File: src/rtl/ps2_key_sequencer.sv
// PS/2 scan-code sequencer: pops the receiver FIFO one byte at a time, folds
// E0/F0 prefixes into single key events and tracks the held key for typematic.
module ps2_key_sequencer #(
    parameter int unsigned TIMEOUT_CYCLES = 1_000_000,
    parameter int unsigned TO_W           = 20
) (
    input  logic       clk,
    input  logic       rstn,
    input  logic       kb_ready,
    input  logic [7:0] kb_data,
    input  logic       kb_overflow,
    output logic       kb_nextdata_n,
    output logic       ev_valid,
    input  logic       ev_ready,
    output logic [7:0] ev_code,
    output logic       ev_ext,
    output logic       ev_break,
    output logic       ev_repeat,
    output logic [7:0] press_count,
    output logic       err_overflow,
    output logic       err_timeout
);

    typedef enum logic [1:0] {
        ST_IDLE = 2'd0,
        ST_POP  = 2'd1,
        ST_GAP  = 2'd2
    } state_e;

    localparam logic [TO_W-1:0] TO_LAST = TO_W'(TIMEOUT_CYCLES - 32'd1);

    state_e          state_q,       state_d;
    logic            nextdata_n_q,  nextdata_n_d;
    logic            ev_valid_q,    ev_valid_d;
    logic [7:0]      ev_code_q,     ev_code_d;
    logic            ev_ext_q,      ev_ext_d;
    logic            ev_break_q,    ev_break_d;
    logic            ev_repeat_q,   ev_repeat_d;
    logic [7:0]      press_count_q, press_count_d;
    logic            err_ov_q,      err_ov_d;
    logic            err_to_q,      err_to_d;
    logic            ext_q,         ext_d;
    logic            brk_q,         brk_d;
    logic [7:0]      held_code_q,   held_code_d;
    logic            held_ext_q,    held_ext_d;
    logic            held_v_q,      held_v_d;
    logic [TO_W-1:0] to_cnt_q,      to_cnt_d;

    logic can_load_s;
    logic pending_s;
    logic to_run_s;
    logic held_hit_s;

    function automatic logic key_match(input logic       v,
                                       input logic [7:0] hc,
                                       input logic       he,
                                       input logic [7:0] c,
                                       input logic       e);
        return v && (hc == c) && (he == e);
    endfunction

    // Next-state logic: pop handshake, byte parsing, held-key record, timeout.
    always_comb begin
        state_d       = state_q;
        nextdata_n_d  = 1'b1;
        ev_valid_d    = ev_valid_q;
        ev_code_d     = ev_code_q;
        ev_ext_d      = ev_ext_q;
        ev_break_d    = ev_break_q;
        ev_repeat_d   = ev_repeat_q;
        press_count_d = press_count_q;
        err_ov_d      = err_ov_q | kb_overflow;
        err_to_d      = err_to_q;
        ext_d         = ext_q;
        brk_d         = brk_q;
        held_code_d   = held_code_q;
        held_ext_d    = held_ext_q;
        held_v_d      = held_v_q;
        to_cnt_d      = to_cnt_q;

        can_load_s = !ev_valid_q || ev_ready;
        pending_s  = ext_q || brk_q;
        to_run_s   = pending_s && (state_q == ST_IDLE) && !kb_ready;
        held_hit_s = key_match(held_v_q, held_code_q, held_ext_q, kb_data, ext_q);

        if (ev_valid_q && ev_ready) begin
            ev_valid_d = 1'b0;
        end else begin
            ev_valid_d = ev_valid_q;
        end

        case (state_q)
            ST_IDLE: begin
                if (kb_ready && can_load_s) begin
                    state_d      = ST_POP;
                    nextdata_n_d = 1'b0;
                end else begin
                    state_d      = ST_IDLE;
                    nextdata_n_d = 1'b1;
                end
            end
            ST_POP: begin
                state_d = ST_GAP;
                if (kb_data == 8'hE0) begin
                    ext_d = 1'b1;
                end else if (kb_data == 8'hF0) begin
                    brk_d = 1'b1;
                end else begin
                    // A load overrides a coincident handshake, so valid stays high.
                    ev_valid_d  = 1'b1;
                    ev_code_d   = kb_data;
                    ev_ext_d    = ext_q;
                    ev_break_d  = brk_q;
                    ev_repeat_d = 1'b0;
                    ext_d       = 1'b0;
                    brk_d       = 1'b0;
                    if (brk_q) begin
                        if (held_hit_s) begin
                            held_v_d = 1'b0;
                        end else begin
                            held_v_d = held_v_q;
                        end
                    end else if (held_hit_s) begin
                        ev_repeat_d = 1'b1;
                    end else begin
                        press_count_d = press_count_q + 8'd1;
                        held_code_d   = kb_data;
                        held_ext_d    = ext_q;
                        held_v_d      = 1'b1;
                    end
                end
            end
            ST_GAP: begin
                state_d = ST_IDLE;
            end
            default: begin
                state_d = ST_IDLE;
            end
        endcase

        // Counter only advances while a prefix waits on an empty FIFO.
        if (state_q == ST_POP) begin
            to_cnt_d = '0;
        end else if (!pending_s) begin
            to_cnt_d = '0;
        end else if (to_run_s) begin
            if (to_cnt_q == TO_LAST) begin
                to_cnt_d = '0;
                ext_d    = 1'b0;
                brk_d    = 1'b0;
                err_to_d = 1'b1;
            end else begin
                to_cnt_d = to_cnt_q + TO_W'(1'b1);
            end
        end else begin
            to_cnt_d = to_cnt_q;
        end
    end

    // State and output registers with asynchronous reset.
    always_ff @(posedge clk or negedge rstn) begin
        if (!rstn) begin
            state_q       <= ST_IDLE;
            nextdata_n_q  <= 1'b1;
            ev_valid_q    <= 1'b0;
            ev_code_q     <= 8'h00;
            ev_ext_q      <= 1'b0;
            ev_break_q    <= 1'b0;
            ev_repeat_q   <= 1'b0;
            press_count_q <= 8'h00;
            err_ov_q      <= 1'b0;
            err_to_q      <= 1'b0;
            ext_q         <= 1'b0;
            brk_q         <= 1'b0;
            held_code_q   <= 8'h00;
            held_ext_q    <= 1'b0;
            held_v_q      <= 1'b0;
            to_cnt_q      <= '0;
        end else begin
            state_q       <= state_d;
            nextdata_n_q  <= nextdata_n_d;
            ev_valid_q    <= ev_valid_d;
            ev_code_q     <= ev_code_d;
            ev_ext_q      <= ev_ext_d;
            ev_break_q    <= ev_break_d;
            ev_repeat_q   <= ev_repeat_d;
            press_count_q <= press_count_d;
            err_ov_q      <= err_ov_d;
            err_to_q      <= err_to_d;
            ext_q         <= ext_d;
            brk_q         <= brk_d;
            held_code_q   <= held_code_d;
            held_ext_q    <= held_ext_d;
            held_v_q      <= held_v_d;
            to_cnt_q      <= to_cnt_d;
        end
    end

    assign kb_nextdata_n = nextdata_n_q;
    assign ev_valid      = ev_valid_q;
    assign ev_code       = ev_code_q;
    assign ev_ext        = ev_ext_q;
    assign ev_break      = ev_break_q;
    assign ev_repeat     = ev_repeat_q;
    assign press_count   = press_count_q;
    assign err_overflow  = err_ov_q;
    assign err_timeout   = err_to_q;

endmodule

File: config.mk
export PLATFORM = sky130hd
export DESIGN_NAME = ps2_key_sequencer
export DESIGN_NICKNAME = d
export VERILOG_FILES = /design/src/rtl/ps2_key_sequencer.sv
export SDC_FILE = /design/constraint.sdc
export NUM_CORES = 1
export LEC_CHECK = 0
export BUFFER_PORTS_ARGS = -buffer_cell sky130_fd_sc_hd__buf_2
export CORE_MARGIN = 8
export CORE_UTILIZATION = 55
export DETAILED_ROUTE_END_ITERATION = 16
export PLACE_DENSITY = 0.77
export SYNTH_ARGS = -nofsm -noshare
export SYNTH_HDL_FRONTEND = slang
export SYNTH_SLANG_ARGS = --single-unit
File: constraint.sdc
create_clock -name clk -period 2.3 [get_ports clk]
set_input_delay 0.115 -clock clk [delete_from_list [all_inputs] [get_ports clk]]
set_output_delay 0.115 -clock clk [all_outputs]
set_load 0.02 [all_outputs]
# Word level (Yosys, flattened, before mapping)
# Cells that the tools add are included.
classes:
  addsub: 2
  n_eq_ne: 9
  n_mux: 31
  bitwise_logic: 6
  n_reduce_logical: 15
op_table:
  columns: ["operator", "n"]
  rows:
  - ["2-to-1 mux 20 bit", 4]
  - ["2-to-1 mux 1 bit", 26]
  - ["adder 20 x 1 -> 20 bit, second input constant", 1]
  - ["== test 20 bit, second input constant", 1]
  - ["== test 8 bit, second input constant", 2]
  - ["AND reduction 5 bit", 2]
  - ["adder 8 x 1 -> 8 bit, second input constant", 1]
  - ["== test 8 bit", 1]
  - ["logical AND 1 bit", 6]
  - ["NOT 1 bit", 5]
  - ["one-hot mux 2 bit (2 select lines)", 1]
  - ["AND reduction 4 bit", 1]
  - ["!= test 3 x 1 -> 1 bit, second input constant", 1]
  - ["AND reduction 3 bit", 1]
  - ["== test 2 x 1 -> 1 bit, second input constant", 1]
  - ["logical NOT 1 bit", 2]
  - ["logical NOT 2 bit", 1]
  - ["logical OR 1 bit", 2]
  - ["!= test 2 x 1 -> 1 bit, second input constant", 1]
  - ["!= test 2 bit, second input constant", 1]
  - ["== test 1 bit", 1]
  - ["bitwise OR 1 bit", 1]
totals:
  regBits: 57
  inputBits: 13
  output_inout_bits: 23
  elab_cells: 79

# Longest topological paths before layout
# Gate-level depths: netlist of the first run.
logic_depth:
  word_depth: 8
  ltp_mapped: 9
  mapped_depth_nobuf: 9

# Worst setup path before layout of the first run
# Ideal clock, no wire load.
synth_path:
  path_type: "register to register"
  start: "reg ext_q"
  end: "reg held_code_q[4]"
  setup_ns: 0.125
  arrival_ns: 1.866
  required_ns: 2.175
  setup_slack_ns: 0.310
  stages_incl_launch_ff: 9
  path_buffers: 1
  synth_period_minus_slack_ns: 1.990
  cell_sequence: "dfrtp_1 -> xor2_1 -> nor4_1 -> nand4_1 -> ha_1 -> inv_1 -> a211oi_2 -> buf_2 -> mux2_2"
synth_via:
  elab_chain_cells: 4
synth_lines:
  columns: ["item", "line_no", "source"]
  rows:
  - ["from (decl)", "42", "logic ext_q, ext_d;"]
  - ["from (signal assigned)", "190", "ext_q <= ext_d;"]
  - ["== test 1 bit", "59", "return v && (hc == c) && (he == e);"]
  - ["logical AND 1 bit", "59", null]
  - ["NOT 1 bit (no line)", null, null]
  - ["AND reduction 5 bit (no line)", null, null]
  - ["to (signal assigned)", "192", "held_code_q <= held_code_d;"]
  - ["to (decl)", "44", "logic [7:0] held_code_q, held_code_d;"]
# No other way between the ends.
# A chain may end at the register's enable or synchronous reset.

# Worst setup path in the final report of the first run
layout_path:
  start: "reg ext_q"
  end: "reg press_count_q[7], in the netlist press_count[7]"
layout_via:
  elab_chain_cells: 4
layout_lines:
  columns: ["item", "line_no", "source"]
  rows:
  - ["== test 1 bit", "59", null]
  - ["logical AND 1 bit", "59", null]
  - ["NOT 1 bit (no line)", null, null]
  - ["AND reduction 5 bit (no line)", null, null]
  - ["to (signal assigned)", "187", "press_count_q <= press_count_d;"]
  - ["to (decl)", "39", "logic [7:0] press_count_q, press_count_d;"]
# No other way between the ends.

==> results of run 1 <==
## tightest hold or removal path, delay by kind of cell
kind	cells	cell delay, ns
simple gates	2	0.10
buf+inv	1	0.12
## Yosys cell counts (all sizes together)
cell type  instances
ha                 4
dfstp              1
or3                2
nor2b              2
nand2             43
and4b              1
nand3              6
xnor2              4
a211oi             1
nor4               4
o21ai              6
nand2b             3
or4b               1
nand4             14
and2               2
nor2              27
or4                1
mux2              12
a21oi              4
inv                6
dfrtp             56
xor2              28
nor3               6
mux2i              1
nor4b              1
or2                2
and4               1
nand4b             1
and3               2
buf                2
o22ai              1
clkbuf             3
o31ai              1
## logic make-up after synthesis
family	share of synthesized area, %
AO/OA/AOI/OAI	3.337
XOR/XNOR	10.68
adder cells (fa/ha/maj)	1.907
buffers and inverters	1.906
flip-flops	54.39
multiplexers	5.529
AND/OR/NAND/NOR	22.26
## routing by layer
metal	global-route usage (%)	routed length, um	up-vias
li1	-	-	947
met1	20.05	2442	952
met2	26.07	2517	49
met3	3.378	177	11
met4	8.738	95	0
met5	0	0	-
## cell type report
cell class                 count  area share (%)
clock buffer                  15           6.208
clock inverter                 1          0.9490
inverter                       6          0.7117
multi-input combinational    181           36.26
sequential                    57           45.12
tap                           54           2.135
timing repair buffer          47           8.620
## metrics by stage
step	std cells	area, um2	util [%]
5_1_grt	361	3164	67.89
4_1_cts	361	3164	67.89
3_3_place_gp	342	2908	62.39
3_5_place_dp	342	2908	62.39
2_1_floorplan	249	2625	-
6_report	361	3164	67.89
## where the power goes
part           internal (W)  switching [W]  leakage (nW)
Sequential          0.00127       0.000207         0.734
Combinational      0.000441       0.000664         0.675
Clock              0.000649       0.000372         0.116
Total               0.00236        0.00124          1.53
## worst max-delay path by stage
stage,from,endpoint,slack (ns),cells after the start
floorplan,ext_q,held_code_q[4],0.31,8
CTS,ext_q,press_count[7],0.22,10
detailed placement,ext_q,press_count[7],0.24,10
global route,ext_q,press_count[7],0.05,10
finish,ext_q,press_count[7],0.24,10
global placement,ext_q,press_count[7],0.26,10
## flip-flops by register name, indices dropped and copies added, names as in the netlist, 2 cells and up
| signal | count |
|---|---|
| to_cnt_q | 20 |
| ev_code | 8 |
| held_code_q | 8 |
| press_count | 8 |
| state_q | 2 |
==> impl_results.md, run 1 <==
- Run status: completed
- Total number of vias: about 2,000
- Register-to-Register Setup Slack: 0.24 ns
- Post-CTS Setup Repair Bufs: 0
- Multi-input gate area: 1147 um2
- Cts-stage hold buffer count: 3
- Crit path max-delay cell type: sky130_fd_sc_hd__dfrtp_1
- Port Buf Inserts: 35
- Crit path required time: about 2.5 ns
- Fraction of synthesized cell area taken by the top area cell type: 53.38%
- Initial standard-cell utilization of the core: between 50% and 60%
- Count of final setup violators: 0
- CTS max path bufs: 2
- Cells taking the most area after synthesis: sky130_fd_sc_hd__dfrtp_1 (53%), sky130_fd_sc_hd__xor2_1 (9.3%), sky130_fd_sc_hd__nand2_1 (6.1%), sky130_fd_sc_hd__mux2_2 (5.1%), sky130_fd_sc_hd__nor2_1 (3.9%)
- Area enclosed by the die boundary: around 7200 um2
- Reg area: 1428 um2
- First-pass GRT wire length: 9349 um
- Worst ir drop on vdd: roughly 680 uV
- Slack of the critical path: 0.2380 ns
- Clock root buffer: sky130_fd_sc_hd__clkbuf_8
- TritonCTS clock tree: built
- Floorplan Core Area: 4661 um2
- Average wire per cell in the routed design: between 10 and 15 um
- Power per Cell Area: 1140 nW/um2
- Number of library cell types mapped by synthesis: 37
- Worst-case hold path end point: ev_code[6]
- Largest stage delay on the critical path: 0.44 ns
- Final weighted congestion in routability-driven placement: 0.7793
- Final routed DRC violation total: 0
- Sequential fraction of the synthesis area: 54.39%
- Net count, final: 319
- Worst Setup Path Type: reg2reg
- Tcrit/Tclk final: 89.65%
- Largest area contributor in the synthesized netlist: sky130_fd_sc_hd__dfrtp_1
- Number of buffers created by CTS: 9
- Post-Syn Nets: 266
- Setup repair after global routing missed its margin: no
- Routed wire length: 5231 um
- Final worst hold slack: 0.04030 ns
- Antenna Diode Count: 0
- Syn. warnings: 0
- CTS clock-pin slew for the worst setup and hold paths: 0.06 ns
- Sum of internal, switching and leakage power: 0.003607 W
- Clk sink count: 57
- Number of cells on the worst hold path: 3
- Cell leakage power: 1.525 nW
- Worst slew slack as a fraction of its limit: 52.99%
- Most common cell after layout, fill and taps aside: sky130_fd_sc_hd__dfrtp_1
- Highest clock frequency the design can meet: 485.0 MHz
- Number of search-and-repair iterations in the first detailed-routing pass: 4
- Gate Count Post-Synth: 249
- Die Wd: approximately 85 um
- Transition time of the tightest slew-check pin: 0.7052 ns
- Average vias per placed instance: 5.427
- Max-cap violations: 0
- R2R cell count: 10
- Type of the most critical hold path: in2reg
- Number of H-tree levels: 3
- Initial antenna violation count: 0
- Total count of hold-check failures in the final report: 0
- Post-CTS resize count: 0
- Worst reg2reg startpoint: ext_q
- Startpoint type of the worst setup path: flop
- Post-detailed-route count of antenna-violating nets: 0
- Critical path cell sequence: xor2_1, nor4_1, nand4_1, ha_1, inv_1, a211oi_2, buf_4, nand4_1, nor3_1, xor2_1
- Pre-CTS setup slack: 0.2417 ns
- Total gr overflow: 0
- Final Slew Violations: 0
- Total routing resource utilization after global routing: 16.26%
- Family of cells with the greatest summed delay on the critical path: simple AND/OR/NAND/NOR gates
- Mean cell area of the mapped netlist: 10.54 um2
- Layout cell share with drive strength beyond 1: 25.73%
- Die Height: 85.09 um
- HPWL reported at the end of detailed placement: 3769 um
- Synthesis-to-layout area growth: 20.54%
- Pin count of the biggest net entering global routing: 32
- Kind of capture point of the worst setup path: flop
- Crit path max fanout: 10
- Area of the mapped netlist: ~2600 um2
- Worst Min Path Start: kb_data[6]
- Number of standard-cell rows in the floorplan: 25
- Worst reg2reg path endpoint: press_count[7]
- DRC violation total after the first TritonRoute iteration: 78
- Worst-skew pair later-pin latency: 0.33 ns
- Number of global-route vias before repair: ~2,100
- FF+latch count, synth: 57
- Data arrival at the endpoint of the critical path: 2.27 ns
- Buffers & Inverters on Critical Path: 2
- Worst clock skew on the final layout: 0.005898 ns
- Final Critical Period: just over 2 ns
- Boundary Pins: 36
- Commonest cells after routing, fill and taps aside: sky130_fd_sc_hd__dfrtp_1 (56), sky130_fd_sc_hd__nand2_1 (43), sky130_fd_sc_hd__buf_2 (35)
- Total negative slack: 0 ns
- # fillers: 358
(Power assumes the default switching activity.)
==> inputs of run 2 (changes only) <==
- RECOVER_POWER: not set -> 50
==> impl_results.md, run 2 (synthesis gave the netlist of run 1 again) <==
- Run status: finished with violations
- Violations in the final reports: max-capacitance violations, max-slew violations
- CTS clock-pin slew for the worst setup and hold paths: 0.06 ns (about the same)
- Max reg flops: 20 (unchanged)
- Most common cell after layout, fill and taps aside: sky130_fd_sc_hd__dfrtp_1
- HPWL reported at the end of detailed placement: 3769 um (unchanged)
- Utilization after layout: 67.19% (-0.70 points)
- Number of standard-cell rows in the floorplan: 25 (unchanged)
- Die Wd: 85.09 um (unchanged)
- Initial antenna violation count: 0 (unchanged)
- Port Buf Inserts: 35 (unchanged)
- Cell leakage power: 1.447 nW (-5.1%)
- Count of final setup violators: 0 (unchanged)
- Crit path max fanout: 10 (unchanged)
- Final worst hold slack: 0.03982 ns (-0.0004791 ns)
- Data arrival at the endpoint of the critical path: 2.27 ns (about the same)
- Die Height: 85.09 um (unchanged)
- Transition time of the tightest slew-check pin: 1.689 ns (+0.9839 ns)
- Max-cap violations: 1 (+1)
- Type of the most critical hold path: in2reg
- Area enclosed by the die boundary: 7239 um2 (unchanged)
- Pin count of the biggest net entering global routing: 32 (unchanged)
- Worst Setup Path Type: reg2reg
- Synthesis-to-layout area growth: 19.30%
- Setup repair after global routing missed its margin: no
- Final routed DRC violation total: 0 (unchanged)
- Tcrit/Tclk final: 89.47% (-0.18 points)
- Average vias per placed instance: 5.393 (-0.61%)
- Clk sink count: 57 (unchanged)
- DRC violation total after the first TritonRoute iteration: 104 (+33%)
- Family of cells with the greatest summed delay on the critical path: simple AND/OR/NAND/NOR gates
- Total number of vias: 1,947 (-0.61%)
- Worst clock skew on the final layout: 0.006368 ns (+0.0004705 ns)
- Average wire per cell in the routed design: 14.38 um (-0.76%)
- First-pass GRT wire length: 9349 um (unchanged)
- Worst slew slack as a fraction of its limit: -12.60% (-66 points)
- Layout cell share with drive strength beyond 1: 17.92% (-7.8 points)
- Largest stage delay on the critical path: 0.44 ns (about the same)
- Final Critical Period: 2.058 ns (-0.004125 ns)
- Commonest cells after routing, fill and taps aside: sky130_fd_sc_hd__dfrtp_1 (56), sky130_fd_sc_hd__nand2_1 (43), sky130_fd_sc_hd__xor2_1 (28)
- Clock root buffer: sky130_fd_sc_hd__clkbuf_8
- Net count, final: 319 (unchanged)
- Routed wire length: 5191 um (-0.76%)
- Worst-skew pair later-pin latency: 0.33 ns (about the same)
- Largest register by flop count: to_cnt_q
- Total negative slack: 0 ns (unchanged)
- Number of H-tree levels: 3 (unchanged)
- Total routing resource utilization after global routing: 16.26% (unchanged)
- Total count of hold-check failures in the final report: 0 (unchanged)
- Power per Cell Area: 1140 nW/um2 (about the same)
- Antenna Diode Count: 0 (unchanged)
- Crit path required time: 2.51 ns (about the same)
- Number of search-and-repair iterations in the first detailed-routing pass: 4 (unchanged)
- Post-detailed-route count of antenna-violating nets: 0 (unchanged)
- Number of buffers created by CTS: 9 (unchanged)
- Initial standard-cell utilization of the core: 56.32% (unchanged)
- Number of global-route vias before repair: 2,077 (unchanged)
- Final Slew Violations: 32 (+32)
- Total gr overflow: 0 (unchanged)
- Floorplan Core Area: 4661 um2 (unchanged)
- Highest clock frequency the design can meet: 485.9 MHz (+0.20%)
- Crit path max-delay cell type: sky130_fd_sc_hd__dfrtp_1
- Final weighted congestion in routability-driven placement: 0.7793 (unchanged)
- # fillers: 371 (+3.6%)
- Worst ir drop on vdd: 673.1 uV (-1.5%)
- Critical path cell sequence: xor2_1, nor4_1, nand4_1, ha_1, inv_1, a211oi_2, buf_4, nand4_1, nor3_1, xor2_1
- CTS max path bufs: 2 (unchanged)
- Buffers & Inverters on Critical Path: 2 (unchanged)
- Startpoint type of the worst setup path: flop
- Post-CTS Setup Repair Bufs: 0 (unchanged)
- TritonCTS clock tree: built
- Kind of capture point of the worst setup path: flop
- Boundary Pins: 36 (unchanged)
-- run 2: cell types whose count changed in the layout (fill, tap and decap cells not counted) --
cell                       previous run  this run
sky130_fd_sc_hd__buf_2               35        11
sky130_fd_sc_hd__buf_4                9         8
sky130_fd_sc_hd__clkbuf_2             0         1
sky130_fd_sc_hd__clkbuf_1             1        25
-- run 2: final timing paths --
path                                      from  depth (start not counted)             end  slack [ns]
max in group asynchronous                 rstn                          3  held_code_q[1]        0.48
worst max-delay path                     ext_q                         10  press_count[7]        0.24
min in group asynchronous                 rstn                          2  press_count[6]        0.76
worst min register to register  press_count[7]                          1  press_count[7]        0.46
worst min-delay path                kb_data[6]                          3      ev_code[6]        0.04
worst max register to register           ext_q                         10  press_count[7]        0.24
-- run 2: final cells by class --
class,count,area (um2),share of cell area (%)
inverters,6,22.52,0.7191
repair buffers,47,240.2,7.671
well taps,54,67.56,2.157
clock buffers,15,196.4,6.272
clock inverters,1,30.03,0.9589
flip-flops and latches,57,1428,45.59
multi-input cells,181,1147,36.64
-- run 2: tightest hold or removal path, stage by stage --
cell and delay [ns]:
sky130_fd_sc_hd__buf_2 0.12, sky130_fd_sc_hd__nand2_1 0.05, sky130_fd_sc_hd__nand2_1 0.05
-- run 2: metrics by stage --
stage	setup slack (ns)	std cells	power (W)	instance area (um2)
6_report	0.2421	361	0.003570	3132
2_1_floorplan	0.3095	249	0.002232	2625
3_3_place_gp	0.2602	342	0.002555	2908
3_5_place_dp	0.2417	342	0.002599	2908
5_1_grt	0.05021	361	0.003791	3132
4_1_cts	0.2249	361	0.003642	3164
-- run 2: metal layers --
metal,wire [um],global-route usage (%),vias to the layer above,part of all wire [%]
li1,-,-,949,-
met1,2436,20.05,942,47
met2,2499,26.07,46,48
met3,164,3.378,10,3.2
met4,90,8.738,0,1.7
met5,0,0,-,0
-- run 2: what timing repair did --
action / in CTS / in global routing
endpoints found under the hold margin: 30 / 0
gates resized for setup: 0 / 0
endpoints found under the setup margin: 0 / 0
hold buffers: 3 / 0
-- run 2: power breakdown --
group,internal (W),switching [W],total (W)
combinational,0.000402,0.000659,0.00106
clock,0.000649,0.000374,0.00102
sequential,0.00127,0.000211,0.00149
total,0.00233,0.00124,0.00357
